===== src/rtl/nn_pkg.sv =====
// Shared definitions for the NN job sequencer: FSM states, result widths and
// default sizing for the timeout and result FIFO.
package nn_pkg;

  typedef enum logic [1:0] {
    IDLE      = 2'd0,
    LAUNCH    = 2'd1,
    WAIT_DONE = 2'd2,
    ACK       = 2'd3
  } state_t;

  localparam int RES_W                  = 64;
  localparam int OUT_W                  = 32;
  localparam int DEFAULT_TIMEOUT_CYCLES = 64;
  localparam int DEFAULT_FIFO_DEPTH     = 4;

endpackage


===== src/rtl/nn_res_fifo.sv =====
// Synchronous result FIFO with full/empty flags; depth must be a power of two
// so the pointers wrap naturally.
module nn_res_fifo #(
  parameter int WIDTH = 32,
  parameter int DEPTH = 4
) (
  input  logic             clk,
  input  logic             reset,
  input  logic             push,
  input  logic [WIDTH-1:0] push_data,
  input  logic             pop,
  output logic [WIDTH-1:0] pop_data,
  output logic             full,
  output logic             empty
);

  localparam int AW = (DEPTH > 1) ? $clog2(DEPTH) : 1;
  localparam logic [AW:0] FULL_COUNT = (AW + 1)'(DEPTH);
  localparam logic [AW:0] ONE_COUNT  = (AW + 1)'(1);
  localparam logic [AW-1:0] ONE_PTR  = AW'(1);

  logic [WIDTH-1:0] mem [DEPTH];
  logic [AW-1:0]    wr_ptr_reg;
  logic [AW-1:0]    rd_ptr_reg;
  logic [AW:0]      count_reg;
  logic             do_push;
  logic             do_pop;

  assign full     = (count_reg == FULL_COUNT);
  assign empty    = (count_reg == '0);
  assign do_pop   = pop && !empty;
  // A pop in the same cycle frees the slot, so push+pop on a full FIFO is legal.
  assign do_push  = push && (!full || do_pop);
  assign pop_data = mem[rd_ptr_reg];

  always_ff @(posedge clk) begin
    if (!reset) begin
      wr_ptr_reg <= '0;
      rd_ptr_reg <= '0;
      count_reg  <= '0;
    end else begin
      if (do_push) wr_ptr_reg <= wr_ptr_reg + ONE_PTR;
      if (do_pop)  rd_ptr_reg <= rd_ptr_reg + ONE_PTR;
      case ({do_push, do_pop})
        2'b10:   count_reg <= count_reg + ONE_COUNT;
        2'b01:   count_reg <= count_reg - ONE_COUNT;
        default: count_reg <= count_reg;
      endcase
    end
  end

  always_ff @(posedge clk) begin
    if (do_push) mem[wr_ptr_reg] <= push_data;
  end

endmodule


===== src/rtl/nn_job_sequencer.sv =====
// Sequences 2x2 matrix jobs into an external core one at a time, with a done
// timeout, and queues the 32-bit results in a small FIFO.
module nn_job_sequencer
  import nn_pkg::*;
#(
  parameter int WIDTH          = 8,
  parameter int TIMEOUT_CYCLES = DEFAULT_TIMEOUT_CYCLES,
  parameter int FIFO_DEPTH     = DEFAULT_FIFO_DEPTH
) (
  input  logic               clk,
  input  logic               reset,
  input  logic               in_valid,
  output logic               in_ready,
  input  logic [4*WIDTH-1:0] in_data,
  output logic [4*WIDTH-1:0] mat_A,
  output logic               mat_start,
  input  logic               mat_done,
  output logic               mat_done_ack,
  input  logic [RES_W-1:0]   mat_res,
  output logic               out_valid,
  input  logic               out_ready,
  output logic [OUT_W-1:0]   out_data,
  output logic               busy,
  output logic               timeout_err,
  output logic [15:0]        job_count
);

  localparam int TW = $clog2(TIMEOUT_CYCLES) + 1;
  localparam logic [TW-1:0] TC_LAST = TW'(TIMEOUT_CYCLES - 1);
  localparam logic [TW-1:0] TC_ONE  = TW'(1);

  state_t             state_reg, state_next;
  logic [4*WIDTH-1:0] mat_a_reg, mat_a_next;
  logic [TW-1:0]      tcnt_reg, tcnt_next;
  logic [15:0]        job_count_reg, job_count_next;
  logic               timeout_err_reg, timeout_err_next;
  logic               push;
  logic               pop;
  logic               fifo_full;
  logic               fifo_empty;
  logic               unused_res;

  assign unused_res = ^mat_res[RES_W-1:OUT_W];

  // Only one job is ever in flight and it is accepted only with a free slot,
  // so the result push can never hit a full FIFO.
  assign in_ready    = (state_reg == IDLE) && !fifo_full && !mat_done;
  assign busy        = (state_reg != IDLE);
  assign mat_A       = mat_a_reg;
  assign job_count   = job_count_reg;
  assign timeout_err = timeout_err_reg;
  assign out_valid   = !fifo_empty;
  assign pop         = out_valid && out_ready;

  always_ff @(posedge clk) begin
    if (!reset) begin
      state_reg       <= IDLE;
      mat_a_reg       <= '0;
      tcnt_reg        <= '0;
      job_count_reg   <= '0;
      timeout_err_reg <= 1'b0;
    end else begin
      state_reg       <= state_next;
      mat_a_reg       <= mat_a_next;
      tcnt_reg        <= tcnt_next;
      job_count_reg   <= job_count_next;
      timeout_err_reg <= timeout_err_next;
    end
  end

  always_comb begin
    state_next       = state_reg;
    mat_a_next       = mat_a_reg;
    tcnt_next        = tcnt_reg;
    job_count_next   = job_count_reg;
    timeout_err_next = timeout_err_reg;
    push             = 1'b0;
    mat_start        = 1'b0;
    mat_done_ack     = 1'b0;
    case (state_reg)
      IDLE: begin
        if (in_valid && in_ready) begin
          mat_a_next = in_data;
          state_next = LAUNCH;
        end
      end
      LAUNCH: begin
        mat_start  = 1'b1;
        tcnt_next  = '0;
        state_next = WAIT_DONE;
      end
      WAIT_DONE: begin
        if (mat_done) begin
          push           = 1'b1;
          job_count_next = job_count_reg + 16'd1;
          state_next     = ACK;
        end else if (tcnt_reg == TC_LAST) begin
          timeout_err_next = 1'b1;
          state_next       = ACK;
        end else begin
          tcnt_next = tcnt_reg + TC_ONE;
        end
      end
      ACK: begin
        mat_done_ack = 1'b1;
        if (!mat_done) state_next = IDLE;
      end
      default: state_next = IDLE;
    endcase
  end

  nn_res_fifo #(
    .WIDTH (OUT_W),
    .DEPTH (FIFO_DEPTH)
  ) u_res_fifo (
    .clk       (clk),
    .reset     (reset),
    .push      (push),
    .push_data (mat_res[OUT_W-1:0]),
    .pop       (pop),
    .pop_data  (out_data),
    .full      (fifo_full),
    .empty     (fifo_empty)
  );

endmodule


===== config.mk =====
export PLATFORM = sky130hd
export DESIGN_NAME = nn_job_sequencer
export DESIGN_NICKNAME = d
export VERILOG_FILES = /design/src/rtl/nn_pkg.sv /design/src/rtl/nn_res_fifo.sv /design/src/rtl/nn_job_sequencer.sv
export SDC_FILE = /design/constraint.sdc
export NUM_CORES = 1
export LEC_CHECK = 0
export ABC_AREA = 1
export BUFFER_PORTS_ARGS = -buffer_cell sky130_fd_sc_hd__buf_2
export CORE_ASPECT_RATIO = 1.1
export CORE_MARGIN = 2
export CORE_UTILIZATION = 53
export DETAILED_ROUTE_END_ITERATION = 12
export GPL_TIMING_DRIVEN = 0
export PLACE_DENSITY = 0.79
export SYNTH_ARGS = -nofsm -noshare
export SYNTH_HDL_FRONTEND = slang
export SYNTH_HIERARCHICAL = 1
export SYNTH_SLANG_ARGS = --single-unit

===== constraint.sdc =====
create_clock -name clk -period 3.38 [get_ports clk]
set_input_delay 0.338 -clock clk [delete_from_list [all_inputs] [get_ports clk]]
set_output_delay 0.338 -clock clk [all_outputs]
set_load 0.05 [all_outputs]

==> impl_metrics.ini, run 1 <==
[clock_network]
clk_path_buf_depth = 2
cts_num_sinks = 195
path_clk_slew_ns = 0.07
cts_tree = done
htree_levels = 4
postCtsSetupRepairBufs = 0
root_buffer = clkbuf_16
clk_latency_ns = 0.42
holdBufCountCts = 0
cts_resized = 0
cts-buffers-inserted = 17

[worst_setup_path]
startpoint_type = flop
crit_chain = inv_1 > ha_1 > nand2_2 > clkinv_2 > nand2_1 > ha_1 > inv_1 > fa_1 > inv_1 > nand2_1 > nand3_1 > nand2_1 > nand2_1 > nor2_1
required_ns = 3.70
crit_type = flop to flop
cp_max_fo = 11
endpoint_kind = flop
critical_path_arrival_ns = 2.92
crit_path_top_delay_cell = dfxtp_1
cp_slowest_stage_delay_ns = 0.38
cp_common_cell = nand2_1

[pwr]
power.density_nw_per_um2 = 644
p_leak_nw = 3.88
vdd_drop_max_mv = 0.460

[sta]
finalSetupViolCount = 0
hold_viol_final = 0
holdWs_ns = 0.121
drv_slew = 0
skew_ns = 0.0107
rsz0062_at_grt = false
worstMarginPinSlew_ns = 0.470
maxSlewHeadroom = 0.686
max_freq_mhz = 384
fin_crit_sh = 0.771
period_needed_ns = 2.61
fin_tns_setup_ns = 0

[floorplanning]
die-area_um2 = 15800
coreArea_um2 = 14400
io_pins = 187
die_h_um = 131
die_x_um = 120
start_util = 0.542
std_cell_rows = 46

[flow_run]
cap_viol_max_count = 0

[global_routing]
grt_overflow_total = 0
grt_start_max_net_pins = 29
antenna_found_initial = 1
grt_pass1_wl_mm = 25.7
grt_pass1_vias = 5481
grt_use_total = 0.209

[synthesis]
syn_inst = 738
yosysSeqAreaShare = 0.663
synth_nets = 852
yosys_warnings = 6
synth_area_leaders = edfxtp_1 49%, dfxtp_1 17%, nor2_1 8.2%
synth-seq-cells = 195
syn-cell-area_um2 = 7820
avgSynthCellArea_um2 = 10.6
yosysTopAreaCell = edfxtp_1
yosysUniqueCellTypes = 33
netlist.area_leader.share = 0.491

[worst_hold_path]
hp-class = input port to flop

[placement]
gp_congestion = 0.782
portBuffers = 154
dp_hpwl_mm = 10.9
placed_cell_area_um2 = 8940

[layout]
fin_area_um2 = 9530
drive_above_1_share = 0.249
nFillCells = 1150
area_growth_pct = 21.8
largest_register_ffs = 128
nets = 1029

[drt]
viasPerCell = 5.18
drcViolationCount = 0
drt_first_pass_iters = 4
drt_iter0_drc = 326
via_count = 5810
post_drt_wl_per_cell_um = 14.6
routed_wl_mm = 16.4
ant_nets = 0

[run_status]
status = completed
worst paths after layout:
check	cells past startpoint	endpoint	slack, ns	start
worst max-delay path	14	u_res_fifo/count_reg[2]	0.77	state_reg[0]
worst min-delay path	1	u_res_fifo/mem[3][13]	0.12	mat_res[13]
worst min register to register	2	job_count[5]	0.47	job_count[5]
worst max register to register	14	u_res_fifo/count_reg[2]	0.77	state_reg[0]
placed cells by master, fill, tap and decap left out, types with 5 or more instances in the layout:
cell type    n
dfxtp_1     67
buf_6        9
inv_8        6
nand2_1     63
edfxtp_1   128
nor2_1     166
nand4_1      7
o21ai_1     34
ha_1        12
clkbuf_1     7
nand3_1     20
inv_1       56
o21ai_0     73
nor2_4       5
clkbuf_16   17
buf_2      164
o22ai_1     33
a21oi_1     18
per-stage QoR:
stage                     power (mW)   util  std cells  setup slack (ns)
final                           6.13  0.660       1121             0.773
after detailed placement        4.23  0.619       1088             0.808
after global placement          4.19  0.612       1084            -0.699
after floorplan                 3.87      -        738             0.528
after CTS                       6.18  0.660       1120             0.758
after global routing            6.39  0.660       1120             0.527
cells in the mapped netlist:
master and number:
clkinv_2 1, o22ai_1 33, nand3_1 20, nand2_4 2, a21oi_1 18, clkbuf_1 7
ha_1 12, dfxtp_1 67, o21ai_1 34, o21a_1 2, nand3_2 3, buf_2 10
o21ai_0 73, a31oi_1 1, nand2_2 2, buf_4 3, buf_1 2, edfxtp_1 128
o21bai_1 1, nor2_8 1, nand2_1 63, inv_2 1, inv_8 1, nor3_1 4
nor2_2 3, nor2_1 170, nor2_4 1, buf_6 9, fa_1 1, xor2_1 1
nor3b_1 1, nand4_1 7, inv_1 56
logic make-up (layout without fill, tap and decap cells):
family	after synthesis	after routing	synth area share
simple gates	277	277	0.148
flops	195	195	0.663
compound gates	162	162	0.110
buf+inv	90	280	0.0560
fa+ha+maj	13	13	0.0217
xor+xnor	1	1	0.00112
other cells	0	1	0
cell type report:
type,instances,area (um2),share of cell area
plain buffers,31,208,0.0218
inverters,59,230,0.0242
clock buffers,17,425,0.0446
multi-input cells,453,2230,0.234
flip-flops and latches,195,5180,0.544
repair buffers,158,851,0.0893
diodes,1,2.50,0.000263
clock inverters,15,160,0.0168
well taps,192,240,0.0252
critical path, delay by kind of cell (launching register included):
kind / cells / cell delay (ns)
and+or+nand+nor: 7 / 0.78
adders and majority gates: 3 / 0.91
DFF: 1 / 0.38
buffers and inverters: 4 / 0.41
routing by layer:
metal / global-route usage / routed length, um
met1: 0.248 / 6800
met2: 0.354 / 8120
met3: 0.0530 / 1120
met4: 0.0967 / 323
met5: 0 / 0
report_power, final:
part	internal, mW	switching (mW)
sequential	2.71	0.0746
combinational	0.338	1.06
clock	1.05	0.904
total	4.10	2.03
No activity file was read; power rests on OpenSTA's default activity.
==> run 2, diff against run 1 <==
- ABC_AREA: 1 -> 0
- PLACE_DENSITY: 0.79 -> 0.8
- clock period: 3.38 -> 2.6 ns (I/O delays scaled with it)
==> impl_metrics.ini, run 2 <==
[clock_network]
htree_levels = 4
path_clk_slew_ns = 0.07
cts_tree = done
cts-buffers-inserted = 17
clk_path_buf_depth = 2
cts_num_sinks = 195
root_buffer = clkbuf_16
clk_latency_ns = 0.42
holdBufCountCts = 0

[pwr]
p_sw_mw = 1.95
p_comb_frac = 0.159
power.density_nw_per_um2 = 781
vdd_drop_max_mv = 0.575
p_leak_nw = 3.34
swShare = 0.274
p_clk_frac = 0.349
p_int_mw = 5.17
power_frac_seq = 0.492

[worst_hold_path]
min_path_cells = 1
hold_end = u_res_fifo/mem[3][23]
hp-start = mat_res[23]
hp-class = input port to flop

[synthesis]
syn-cell-area_um2 = 7510
synth_ff_type = edfxtp_1
yosys_warnings = 6
syn_inst = 514
yosys-top-cells-count = 128 x edfxtp_1, 83 x nand2_1, 67 x dfxtp_1
synthArstFlopShare = 0
yosysUniqueCellTypes = 45
yosysSeqAreaShare = 0.691
synth_nets = 628
synth-seq-cells = 195
yosysTopAreaCell = edfxtp_1
netlist.area_leader.share = 0.512
post-synth-top-count-cell = edfxtp_1
avgSynthCellArea_um2 = 14.6
synth_area_leaders = edfxtp_1 51%, dfxtp_1 18%, mux4_2 9.6%
synth_edf_count = 128

[global_routing]
grt_use_total = 0.203
antenna_found_initial = 1
grt_pass1_wl_mm = 23.7
grt_pass1_vias = 4946
grt_start_max_net_pins = 33
grt_overflow_total = 0

[floorplanning]
coreArea_um2 = 13900
die-area_um2 = 15100
start_util = 0.542
die_x_um = 117
std_cell_rows = 45
io_pins = 187
die_h_um = 129

[worst_setup_path]
r2r_setup_slack_ns = 0.17
cp_slowest_stage_delay_ns = 0.36
worstReg2RegStart = state_reg[0]
cp_common_cell = inv_1
startpoint_type = flop
endpoint_kind = flop
crit_type = flop to flop
crit_path_top_delay_cell = dfxtp_2
critical_path_arrival_ns = 2.79
cp_max_fo = 11
required_ns = 2.95
crit_chain = inv_1 > ha_4 > and2_1 > a21boi_4 > inv_1 > ha_2 > inv_1 > fa_2 > xor2_1 > or3_1 > a21boi_1
r2r.worst_path.cells = 11
worst_r2r_endpoint = u_res_fifo/count_reg[2]

[sta]
period_needed_ns = 2.43
rsz0062_at_grt = false
maxSlewHeadroom = 0.408
hold_viol_final = 0
finalSetupViolCount = 0
worstMarginPinSlew_ns = 0.888
skew_ns = 0.00710
max_freq_mhz = 411
fin_crit_sh = 0.935
drv_slew = 0

[layout]
final_cell_mix = 161 x buf_2, 128 x edfxtp_1, 83 x nand2_1
area_growth_pct = 21.5
nets = 799
nFillCells = 1000
drive_above_1_share = 0.345
final_cells = 886
multiInputGateArea_um2 = 2180
layout_commonest_cell = buf_2
regArea_um2 = 5190
n_antenna_cell = 0
fin_area_um2 = 9120
largest_register_ffs = 128

[drt]
drcViolationCount = 0
ant_nets = 0
via_count = 4731
viasPerCell = 5.34
post_drt_wl_per_cell_um = 16.8
drt_iter0_drc = 255
drt_first_pass_iters = 4
routed_wl_mm = 14.9

[flow_run]
cap_viol_max_count = 0

[placement]
placed_cell_area_um2 = 8520
dp_hpwl_mm = 10.3
dp_cells = 856
gp_congestion = 0.835
portBuffers = 154

[run_status]
status = completed
## run 2: cell types whose count changed after synthesis, moves of 8 or more
cell	previous run	this run
nor2_1	170	20
o21ai_0	73	9
inv_1	56	15
o21ai_1	34	0
mux4_2	0	32
o22ai_1	33	1
nand2_1	63	83
a21oi_1	18	37
nand3_1	20	8
xnor2_1	0	12
and2_1	0	8
mux2i_1	0	8
## run 2: repair_timing
item	CTS	global route
endpoints found under the hold margin	0	0
setup buffers	0	0
resized for setup	6	3
endpoints found under the setup margin	130	130
## run 2: area by class of cell
type | count | area share
Inverter | 16 | 0.00659
Timing Repair Buffer | 154 | 0.0845
Multi-Input combinational cell | 279 | 0.239
Buffer | 22 | 0.0136
Sequential cell | 195 | 0.569
Clock inverter | 13 | 0.0148
Tap cell | 188 | 0.0258
Clock buffer | 19 | 0.0475
## run 2: cell families (layout without fill, tap and decap cells)
| group | count (synthesis) | after routing | synth area share |
|---|---|---|---|
| simple gates | 156 | 156 | 0.0968 |
| xor+xnor | 13 | 13 | 0.0152 |
| fa+ha+maj | 13 | 13 | 0.0227 |
| mux | 40 | 40 | 0.107 |
| compound gates | 57 | 57 | 0.0423 |
| buf+inv | 40 | 224 | 0.0257 |
| flops | 195 | 195 | 0.691 |
## run 2: power groups by stage
| stage | combinational (mW) | clock [mW] | sequential, mW |
|---|---|---|---|
| 2_1_floorplan | 0.636 | 0 | 3.75 |
| 3_3_place_gp | 1.09 | 0 | 3.56 |
| 3_5_place_dp | 1.12 | 0 | 3.57 |
| 4_1_cts | 1.13 | 2.54 | 3.50 |
| 5_1_grt | 1.21 | 2.66 | 3.52 |
| 6_report | 1.13 | 2.48 | 3.51 |
## run 2: worst max-delay path by stage
stage | startpoint | endpoint | slack [ns]
3_3_place_gp | state_reg[0] | u_res_fifo/mem[0][24] | -0.67
5_1_grt | state_reg[0] | u_res_fifo/count_reg[2] | 0.04
2_1_floorplan | state_reg[0] | u_res_fifo/mem[2][0] | 0.05
3_5_place_dp | state_reg[0] | u_res_fifo/count_reg[2] | -0.24
4_1_cts | state_reg[0] | u_res_fifo/mem[0][3] | 0.002
6_report | state_reg[0] | u_res_fifo/count_reg[2] | 0.17
## run 2: worst max-delay path, delay by kind of cell, from the launching register on
| kind | cells | cell delay [ns] |
|---|---|---|
| xor+xnor | 1 | 0.16 |
| simple gates | 2 | 0.51 |
| flops | 1 | 0.36 |
| buf+inv | 3 | 0.25 |
| compound gates | 2 | 0.33 |
| fa+ha+maj | 3 | 0.76 |
## run 2: per-stage QoR
step           utilization  TNS [ns]  power (mW)  hold WS (ns)  setup slack [ns]
4_1_cts              0.657         0        7.17        0.0305           0.00180
3_5_place_dp         0.615    -16.11        4.69         0.444            -0.236
6_report             0.658         0        7.12        0.0505             0.168
2_1_floorplan            -         0        4.38         0.359            0.0498
5_1_grt              0.658         0        7.39        0.0342            0.0364
3_3_place_gp         0.615    -81.27        4.64         0.438            -0.665
## run 2: per-layer routing
layer,share of wire,wire [um],vias up,global-route usage
met1,0.39,5740,2294,0.225
met3,0.063,944,29,0.0585
met2,0.53,7860,173,0.369
met5,0.00081,12,-,0
met4,0.021,316,2,0.0829
li1,-,-,2233,-
